`config.mk`:
```
export PLATFORM = sky130hd
export DESIGN_NAME = instr_encoder_flat
export DESIGN_NICKNAME = d
export VERILOG_FILES = /design/src/rtl/instr_encoder_if.sv /design/src/rtl/instr_encoder.sv /design/src/flat_wrapper.sv
export SDC_FILE = /design/constraint.sdc
export NUM_CORES = 1
export LEC_CHECK = 0
export ABC_CLOCK_PERIOD_IN_PS = 5600
export CORE_MARGIN = 3
export CORE_UTILIZATION = 44
export CTS_BUF_LIST = sky130_fd_sc_hd__clkbuf_4
export DETAILED_ROUTE_END_ITERATION = 6
export GPL_TIMING_DRIVEN = 0
export PLACE_DENSITY_LB_ADDON = 0.15
export SLEW_MARGIN = 20
export SYNTH_ARGS = -nofsm -noshare
export SYNTH_HDL_FRONTEND = slang
export SYNTH_SLANG_ARGS = --single-unit
```
`constraint.sdc`:
```
create_clock -name clk -period 5.6 [get_ports clk]
set_input_delay 1.12 -clock clk [delete_from_list [all_inputs] [get_ports clk]]
set_output_delay 1.12 -clock clk [all_outputs]
set_load 0.02 [all_outputs]
```
`src/rtl/instr_encoder_if.sv`:
```
// Request and memory-write bus of the instruction encoder.
// The slave modport is the encoder's view; the master modport is the view of whatever drives it.
interface instr_encoder_if #(
  parameter int ADDR_WIDTH = 8
);
  logic                  in_valid;
  logic                  in_ready;
  logic [4:0]            in_op;
  logic [4:0]            in_rs;
  logic [4:0]            in_rt;
  logic [4:0]            in_rd;
  logic [4:0]            in_shamt;
  logic [15:0]           in_imm;
  logic [25:0]           in_target;
  logic                  mem_we;
  logic                  mem_ready;
  logic [ADDR_WIDTH-1:0] mem_addr;
  logic [31:0]           mem_wdata;
  logic [ADDR_WIDTH:0]   count;
  logic                  full;
  logic                  err_illegal;

  modport master (
    output in_valid, in_op, in_rs, in_rt, in_rd, in_shamt, in_imm, in_target, mem_ready,
    input  in_ready, mem_we, mem_addr, mem_wdata, count, full, err_illegal
  );

  modport slave (
    input  in_valid, in_op, in_rs, in_rt, in_rd, in_shamt, in_imm, in_target, mem_ready,
    output in_ready, mem_we, mem_addr, mem_wdata, count, full, err_illegal
  );
endinterface

```
`src/rtl/instr_encoder.sv`:
```
// Mnemonic-to-MIPS instruction encoder and sequential program loader.
// Encoded words pass through a 2-entry FIFO so request acceptance is decoupled from memory backpressure.
module instr_encoder #(
  parameter int ADDR_WIDTH = 8,
  parameter int BASE_ADDR  = 0
) (
  input logic            clk,
  input logic            reset,
  input logic            flush,
  instr_encoder_if.slave bus
);

  typedef enum logic [4:0] {
    OpAdd  = 5'd0,  OpAddu = 5'd1,  OpSub  = 5'd2,  OpSubu = 5'd3,  OpAnd   = 5'd4,
    OpOr   = 5'd5,  OpXor  = 5'd6,  OpNor  = 5'd7,  OpSlt  = 5'd8,  OpSltu  = 5'd9,
    OpSll  = 5'd10, OpSrl  = 5'd11, OpSra  = 5'd12, OpJr   = 5'd13, OpJalr  = 5'd14,
    OpLw   = 5'd15, OpSw   = 5'd16, OpLui  = 5'd17, OpAddi = 5'd18, OpAddiu = 5'd19,
    OpAndi = 5'd20, OpSlti = 5'd21, OpSltiu = 5'd22, OpBeq = 5'd23, OpJ     = 5'd24,
    OpJal  = 5'd25
  } mnemonic_e;

  typedef enum logic [2:0] {
    FmtR, FmtShift, FmtJr, FmtJalr, FmtI, FmtLui, FmtJ, FmtIllegal
  } format_e;

  localparam logic [ADDR_WIDTH-1:0] BaseAddr = ADDR_WIDTH'(BASE_ADDR);
  localparam logic [ADDR_WIDTH+1:0] CapLimit = {1'b0, 1'b1, {ADDR_WIDTH{1'b0}}};
  localparam logic [ADDR_WIDTH:0]   CountMax = {1'b1, {ADDR_WIDTH{1'b0}}};

  format_e                fmt;
  logic [5:0]             code;
  logic [31:0]            encWord;
  logic                   encLegal;
  logic [31:0]            fifoMem [2];
  logic                   wrPtr, rdPtr;
  logic [1:0]             fifoCnt;
  logic [ADDR_WIDTH-1:0]  addrQ;
  logic [ADDR_WIDTH:0]    countQ;
  logic                   errQ;
  logic [ADDR_WIDTH+1:0]  pending;
  logic                   accept, push, pop;

  // NOTE: every signal written in always_comb gets a default first, so no path can infer a latch.
  always_comb begin
    fmt  = FmtIllegal;
    code = 6'h00;
    unique case (bus.in_op)
      OpAdd:   begin fmt = FmtR;     code = 6'h20; end
      OpAddu:  begin fmt = FmtR;     code = 6'h21; end
      OpSub:   begin fmt = FmtR;     code = 6'h22; end
      OpSubu:  begin fmt = FmtR;     code = 6'h23; end
      OpAnd:   begin fmt = FmtR;     code = 6'h24; end
      OpOr:    begin fmt = FmtR;     code = 6'h25; end
      OpXor:   begin fmt = FmtR;     code = 6'h26; end
      OpNor:   begin fmt = FmtR;     code = 6'h27; end
      OpSlt:   begin fmt = FmtR;     code = 6'h2a; end
      OpSltu:  begin fmt = FmtR;     code = 6'h2b; end
      OpSll:   begin fmt = FmtShift; code = 6'h00; end
      OpSrl:   begin fmt = FmtShift; code = 6'h02; end
      OpSra:   begin fmt = FmtShift; code = 6'h03; end
      OpJr:    begin fmt = FmtJr;    code = 6'h08; end
      OpJalr:  begin fmt = FmtJalr;  code = 6'h09; end
      OpLw:    begin fmt = FmtI;     code = 6'h23; end
      OpSw:    begin fmt = FmtI;     code = 6'h2b; end
      OpLui:   begin fmt = FmtLui;   code = 6'h0f; end
      OpAddi:  begin fmt = FmtI;     code = 6'h08; end
      OpAddiu: begin fmt = FmtI;     code = 6'h09; end
      OpAndi:  begin fmt = FmtI;     code = 6'h0c; end
      OpSlti:  begin fmt = FmtI;     code = 6'h0a; end
      OpSltiu: begin fmt = FmtI;     code = 6'h0b; end
      OpBeq:   begin fmt = FmtI;     code = 6'h04; end
      OpJ:     begin fmt = FmtJ;     code = 6'h02; end
      OpJal:   begin fmt = FmtJ;     code = 6'h03; end
      default: begin fmt = FmtIllegal; code = 6'h00; end
    endcase
  end

  // Fields a format does not use are packed as zeros.
  always_comb begin
    encLegal = 1'b1;
    encWord  = '0;
    case (fmt)
      FmtR:     encWord = {6'h00, bus.in_rs, bus.in_rt, bus.in_rd, 5'd0, code};
      FmtShift: encWord = {6'h00, 5'd0, bus.in_rt, bus.in_rd, bus.in_shamt, code};
      FmtJr:    encWord = {6'h00, bus.in_rs, 15'd0, code};
      FmtJalr:  encWord = {6'h00, bus.in_rs, 5'd0, bus.in_rd, 5'd0, code};
      FmtI:     encWord = {code, bus.in_rs, bus.in_rt, bus.in_imm};
      FmtLui:   encWord = {code, 5'd0, bus.in_rt, bus.in_imm};
      FmtJ:     encWord = {code, bus.in_target};
      default:  encLegal = 1'b0;
    endcase
  end

  // Words already queued count against capacity so the loader never overruns memory.
  assign pending      = (ADDR_WIDTH+2)'(countQ) + (ADDR_WIDTH+2)'(fifoCnt);
  assign bus.in_ready = reset && !flush && (fifoCnt < 2'd2) && (pending < CapLimit);
  assign accept       = bus.in_valid && bus.in_ready;
  assign push         = accept && encLegal;
  assign pop          = (fifoCnt != 2'd0) && bus.mem_ready;

  assign bus.mem_we      = (fifoCnt != 2'd0);
  assign bus.mem_wdata   = bus.mem_we ? fifoMem[rdPtr] : 32'h0;
  assign bus.mem_addr    = addrQ;
  assign bus.count       = countQ;
  assign bus.full        = (countQ == CountMax);
  assign bus.err_illegal = errQ;

  // NOTE: the FIFO storage is not reset; fifoCnt gates every read of it, so stale words never escape.
  always_ff @(posedge clk) begin
    if (push) fifoMem[wrPtr] <= encWord;
  end

  // NOTE: sequential state uses non-blocking assignments so every register samples pre-edge values.
  always_ff @(posedge clk) begin
    if (!reset || flush) begin
      fifoCnt <= 2'd0;
      wrPtr   <= 1'b0;
      rdPtr   <= 1'b0;
      addrQ   <= BaseAddr;
      countQ  <= '0;
      errQ    <= 1'b0;
    end else begin
      if (push) wrPtr <= ~wrPtr;
      if (pop) begin
        rdPtr  <= ~rdPtr;
        addrQ  <= addrQ + ADDR_WIDTH'(1);
        countQ <= countQ + (ADDR_WIDTH+1)'(1);
      end
      if (accept && !encLegal) errQ <= 1'b1;
      fifoCnt <= fifoCnt + 2'(push) - 2'(pop);
    end
  end

endmodule

```
`src/flat_wrapper.sv`:
```
// flat-port wrapper written by rule: the top's interface ports become plain ports
module instr_encoder_flat 
#(
  parameter int ADDR_WIDTH = 8,
  parameter int BASE_ADDR  = 0
)
  (clk, reset, flush, bus_in_valid, bus_in_op, bus_in_rs, bus_in_rt, bus_in_rd, bus_in_shamt, bus_in_imm, bus_in_target, bus_mem_ready, bus_in_ready, bus_mem_we, bus_mem_addr, bus_mem_wdata, bus_count, bus_full, bus_err_illegal);
  instr_encoder_if #(.ADDR_WIDTH(ADDR_WIDTH)) bus_i ();
  input logic clk;
  input logic reset;
  input logic flush;
  input wire logic [$bits(bus_i.in_valid)-1:0] bus_in_valid;
  input wire logic [$bits(bus_i.in_op)-1:0] bus_in_op;
  input wire logic [$bits(bus_i.in_rs)-1:0] bus_in_rs;
  input wire logic [$bits(bus_i.in_rt)-1:0] bus_in_rt;
  input wire logic [$bits(bus_i.in_rd)-1:0] bus_in_rd;
  input wire logic [$bits(bus_i.in_shamt)-1:0] bus_in_shamt;
  input wire logic [$bits(bus_i.in_imm)-1:0] bus_in_imm;
  input wire logic [$bits(bus_i.in_target)-1:0] bus_in_target;
  input wire logic [$bits(bus_i.mem_ready)-1:0] bus_mem_ready;
  output wire logic [$bits(bus_i.in_ready)-1:0] bus_in_ready;
  output wire logic [$bits(bus_i.mem_we)-1:0] bus_mem_we;
  output wire logic [$bits(bus_i.mem_addr)-1:0] bus_mem_addr;
  output wire logic [$bits(bus_i.mem_wdata)-1:0] bus_mem_wdata;
  output wire logic [$bits(bus_i.count)-1:0] bus_count;
  output wire logic [$bits(bus_i.full)-1:0] bus_full;
  output wire logic [$bits(bus_i.err_illegal)-1:0] bus_err_illegal;
  assign bus_i.in_valid = bus_in_valid;
  assign bus_i.in_op = bus_in_op;
  assign bus_i.in_rs = bus_in_rs;
  assign bus_i.in_rt = bus_in_rt;
  assign bus_i.in_rd = bus_in_rd;
  assign bus_i.in_shamt = bus_in_shamt;
  assign bus_i.in_imm = bus_in_imm;
  assign bus_i.in_target = bus_in_target;
  assign bus_i.mem_ready = bus_mem_ready;
  assign bus_in_ready = bus_i.in_ready;
  assign bus_mem_we = bus_i.mem_we;
  assign bus_mem_addr = bus_i.mem_addr;
  assign bus_mem_wdata = bus_i.mem_wdata;
  assign bus_count = bus_i.count;
  assign bus_full = bus_i.full;
  assign bus_err_illegal = bus_i.err_illegal;
  instr_encoder #(.ADDR_WIDTH(ADDR_WIDTH), .BASE_ADDR(BASE_ADDR)) u_core (.clk(clk), .reset(reset), .flush(flush), .bus(bus_i));
endmodule
```
==> flow_metrics.py <==
metrics = {
    "critical_path": {
        "required_ns": 4.48,
        "crit_start": "reset",
        "worstRegToRegCells": 9,
        "end_kind": "output pin",
        "reg2reg_to": "u_core.fifoCnt[1]$_SDFF_PP0_",
        "worstReg2RegStart": "u_core.fifoCnt[1]$_SDFF_PP0_",
        "cp-start-kind": "input pin",
        "path_max_fanout": 3,
        "rrSetupSlack_ns": 3.30,
        "cp-endpoint": "bus_in_ready",
        "crit_type": "in -> out",
        "critPathArrivalTime_ns": 2.86,
    },
    "timing": {
        "skew_ns": 0.0183,
        "holdWs_ns": 0.485,
        "hold_viol": 0,
        "rsz0062_at_grt": "no",
        "worstMarginPinSlew_ns": 0.685,
        "drv_slew": 0,
        "fin_crit_ns": 3.98,
        "relSlewSlack_pct": 54.2,
        "fmax_mhz": 251,
        "finalCritPeriodShare_pct": 71.1,
        "setup_viol": 0,
        "setup_tns_ns": 0,
    },
    "routing": {
        "wl_met3_um": 679,
        "top_layer": "met4",
        "via_per_inst": 5.16,
        "drt-pass1-iter-count": 5,
        "ant_nets": 0,
        "drt_iter0_drc": 196,
        "routed_wl_mm": 10.5,
        "via_count": 3336,
        "wire_per_inst_um": 16.2,
        "wl_met1_mm": 4.56,
        "drc": 0,
        "dr_wl_met2_mm": 5.04,
    },
    "synth": {
        "synth_common_cells": "edfxtp_1, nor2_1, mux2i_1, dfxtp_1, nand2_1",
        "syn_inst": 376,
        "synth.avg_cell_area_um2": 11.2,
        "yosysSeqAreaShare_pct": 54.9,
        "synthAdderAreaFrac_pct": 3.85,
        "post_synth_num_cell_types": 47,
        "synth_top_family_by_area": "simple AND/OR/NAND/NOR gates",
        "yosys_warnings": 0,
        "synth_edf_count": 62,
        "synth_mux_area_share_pct": 7.57,
        "synth-compound-area-share_pct": 12.1,
        "ys_seq_elements": 85,
        "synth_most_common_cell": "edfxtp_1",
        "synth-main-ff-cell": "edfxtp_1",
        "yosys.area_share.simple_pct": 13.9,
        "syn-num-nets": 461,
        "yosysTopAreaCellShare_pct": 44.0,
        "netlist_top_cells_area": "edfxtp_1, dfxtp_1, mux2i_1",
        "synth_largest_area_cell": "edfxtp_1",
        "synthXorXnorAreaFrac_pct": 3.11,
        "syn_area_um2": 4230,
        "synth_async_sr_flop_share_pct": 0,
    },
    "pwr": {
        "finalPower_mw": 1.18,
        "peakVddDrop_mv": 0.100,
        "p_per_area_nw_per_um2": 204,
        "p_leak_nw": 2.05,
    },
    "global_route": {
        "grt.overflow.total": 0,
        "grt_usage_pct": 19.9,
        "grt_max_degree": 30,
        "antenna_found_initial": 0,
        "first_global_vias": 3427,
        "grt_pass1_wl_mm": 17.3,
    },
    "finish": {
        "diodes": 0,
        "final_cell_area_um2": 5790,
        "drive_gt1_share_pct": 7.72,
        "syn_to_final_growth_pct": 36.9,
        "nets": 598,
        "final_cells": 647,
    },
    "cts": {
        "cts_buffer_depth": 2,
        "cts_resized": 0,
        "clk_pin_slew_ns": 0.13,
        "cts_sinks": 85,
        "h-tree-depth": 3,
        "cts_root_buf": "clkbuf_4",
        "post_cts_buffers": 0,
        "holdBufCountCts": 0,
        "insertion_delay_ns": 0.42,
        "cts_tree": "built",
        "cts_buffers": 9,
    },
    "place": {
        "port_buffers": 122,
        "gp_congestion": 0.823,
        "dp_hpwl_mm": 7.81,
        "place_area_um2": 5680,
        "place_inst": 631,
    },
    "die": {
        "coreArea_um2": 9280,
        "dieArea_um2": 10800,
        "initial_core_util_pct": 45.6,
        "rows": 35,
        "die_width_um": 104,
        "ios": 125,
        "fp.dieH_um": 104,
    },
    "worst_hold_path": {
        "worstHoldPathType": "reg -> reg",
        "hold_depth": 2,
    },
    "flow_run": {
        "cap_violations": 0,
    },
    "outcome": {
        "outcome": "finished, final reports clean",
    },
}
==> cell usage in the layout (no fill, tap or decap), drive strengths merged, types with 5 or more instances in the layout <==
cell           Yosys  final
a21o               7      7
nor3               9      9
clkdlybuf4s50      0    122
dfxtp             23     23
nor2              59     59
nand4              6      6
clkbuf             7     19
a22oi              7      7
ha                13     13
a21oi             11     11
nand2b             6      6
edfxtp            62     62
o21ai              5      5
nand2             20     20
nor4               6      6
a222oi             5      5
buf               14     18
xnor2              8      8
a22o              10     10
a31oi              5      5
xor2               7      7
inv               18     19
mux2i             32     32
==> where the power goes <==
part	switching (mW)	total, mW	internal, mW
registers	0.00384	0.697	0.693
clock network	0.192	0.295	0.103
logic	0.0912	0.188	0.0971
total	0.287	1.18	0.893
==> final cells by class <==
| class | count | area (um2) |
|---|---|---|
| Multi-Input combinational cell | 252 | 1740 |
| Sequential cell | 85 | 2320 |
| Inverter | 18 | 67.6 |
| Clock inverter | 4 | 17.5 |
| Fill cell | 788 | 3490 |
| Clock buffer | 12 | 90.1 |
| Tap cell | 129 | 161 |
| Buffer | 21 | 120 |
| Timing Repair Buffer | 126 | 1270 |
==> worst min path at each step <==
| stage | to | slack, ns | from |
|---|---|---|---|
| after floorplan | u_core.wrPtr$_SDFFE_PP0N_ | 0.46 | u_core.wrPtr$_SDFFE_PP0N_ |
| after global placement | u_core.bus.err_illegal$_SDFFE_PP0P_ | 0.45 | u_core.bus.err_illegal$_SDFFE_PP0P_ |
| after detailed placement | u_core.bus.err_illegal$_SDFFE_PP0P_ | 0.46 | u_core.bus.err_illegal$_SDFFE_PP0P_ |
| after CTS | u_core.bus.err_illegal$_SDFFE_PP0P_ | 0.49 | u_core.bus.err_illegal$_SDFFE_PP0P_ |
| after global routing | u_core.bus.err_illegal$_SDFFE_PP0P_ | 0.54 | u_core.bus.err_illegal$_SDFFE_PP0P_ |
| final | u_core.bus.err_illegal$_SDFFE_PP0P_ | 0.48 | u_core.bus.err_illegal$_SDFFE_PP0P_ |
==> kinds of logic after synthesis <==
logic type,count (synthesis)
AOI/OAI and AO/OA,67
xor gates and xnor gates,15
adders and majority gates,13
buffers and inverters,39
DFF,85
muxes,32
other,1
and+or+nand+nor,124
==> stage by stage <==
stage / util, % / setup slack [ns]
global route: 62.4 / 1.51
finish: 62.4 / 1.62
global placement: 60.5 / -0.638
CTS: 62.4 / 1.59
floorplan: - / 1.27
detailed placement: 61.2 / 1.33
==> sequential cells by signal (all words and copies together), names as in the netlist, named ones only <==
register	cells
u_core.wrPtr	1
u_core.rdPtr	1
u_core.bus.mem_addr	8
u_core.fifoCnt	2
u_core.bus.count	9
u_core.bus.err_illegal	1
u_core.fifoMem	62
==> worst max-delay path, cell delays in order <==
cell             delay (ns)
clkdlybuf4s50_1        0.47
nor2b_1                0.31
o311ai_2               0.23
inv_1                  0.12
clkdlybuf4s50_1        0.61
==> routing by layer <==
layer | vias to the layer above | GRT usage (%)
li1 | 1651 | -
met1 | 1564 | 24.9
met2 | 108 | 33.1
met3 | 13 | 5.21
met4 | 0 | 7.31
met5 | - | 0
Note: power is estimated with default switching activity, not from simulation.
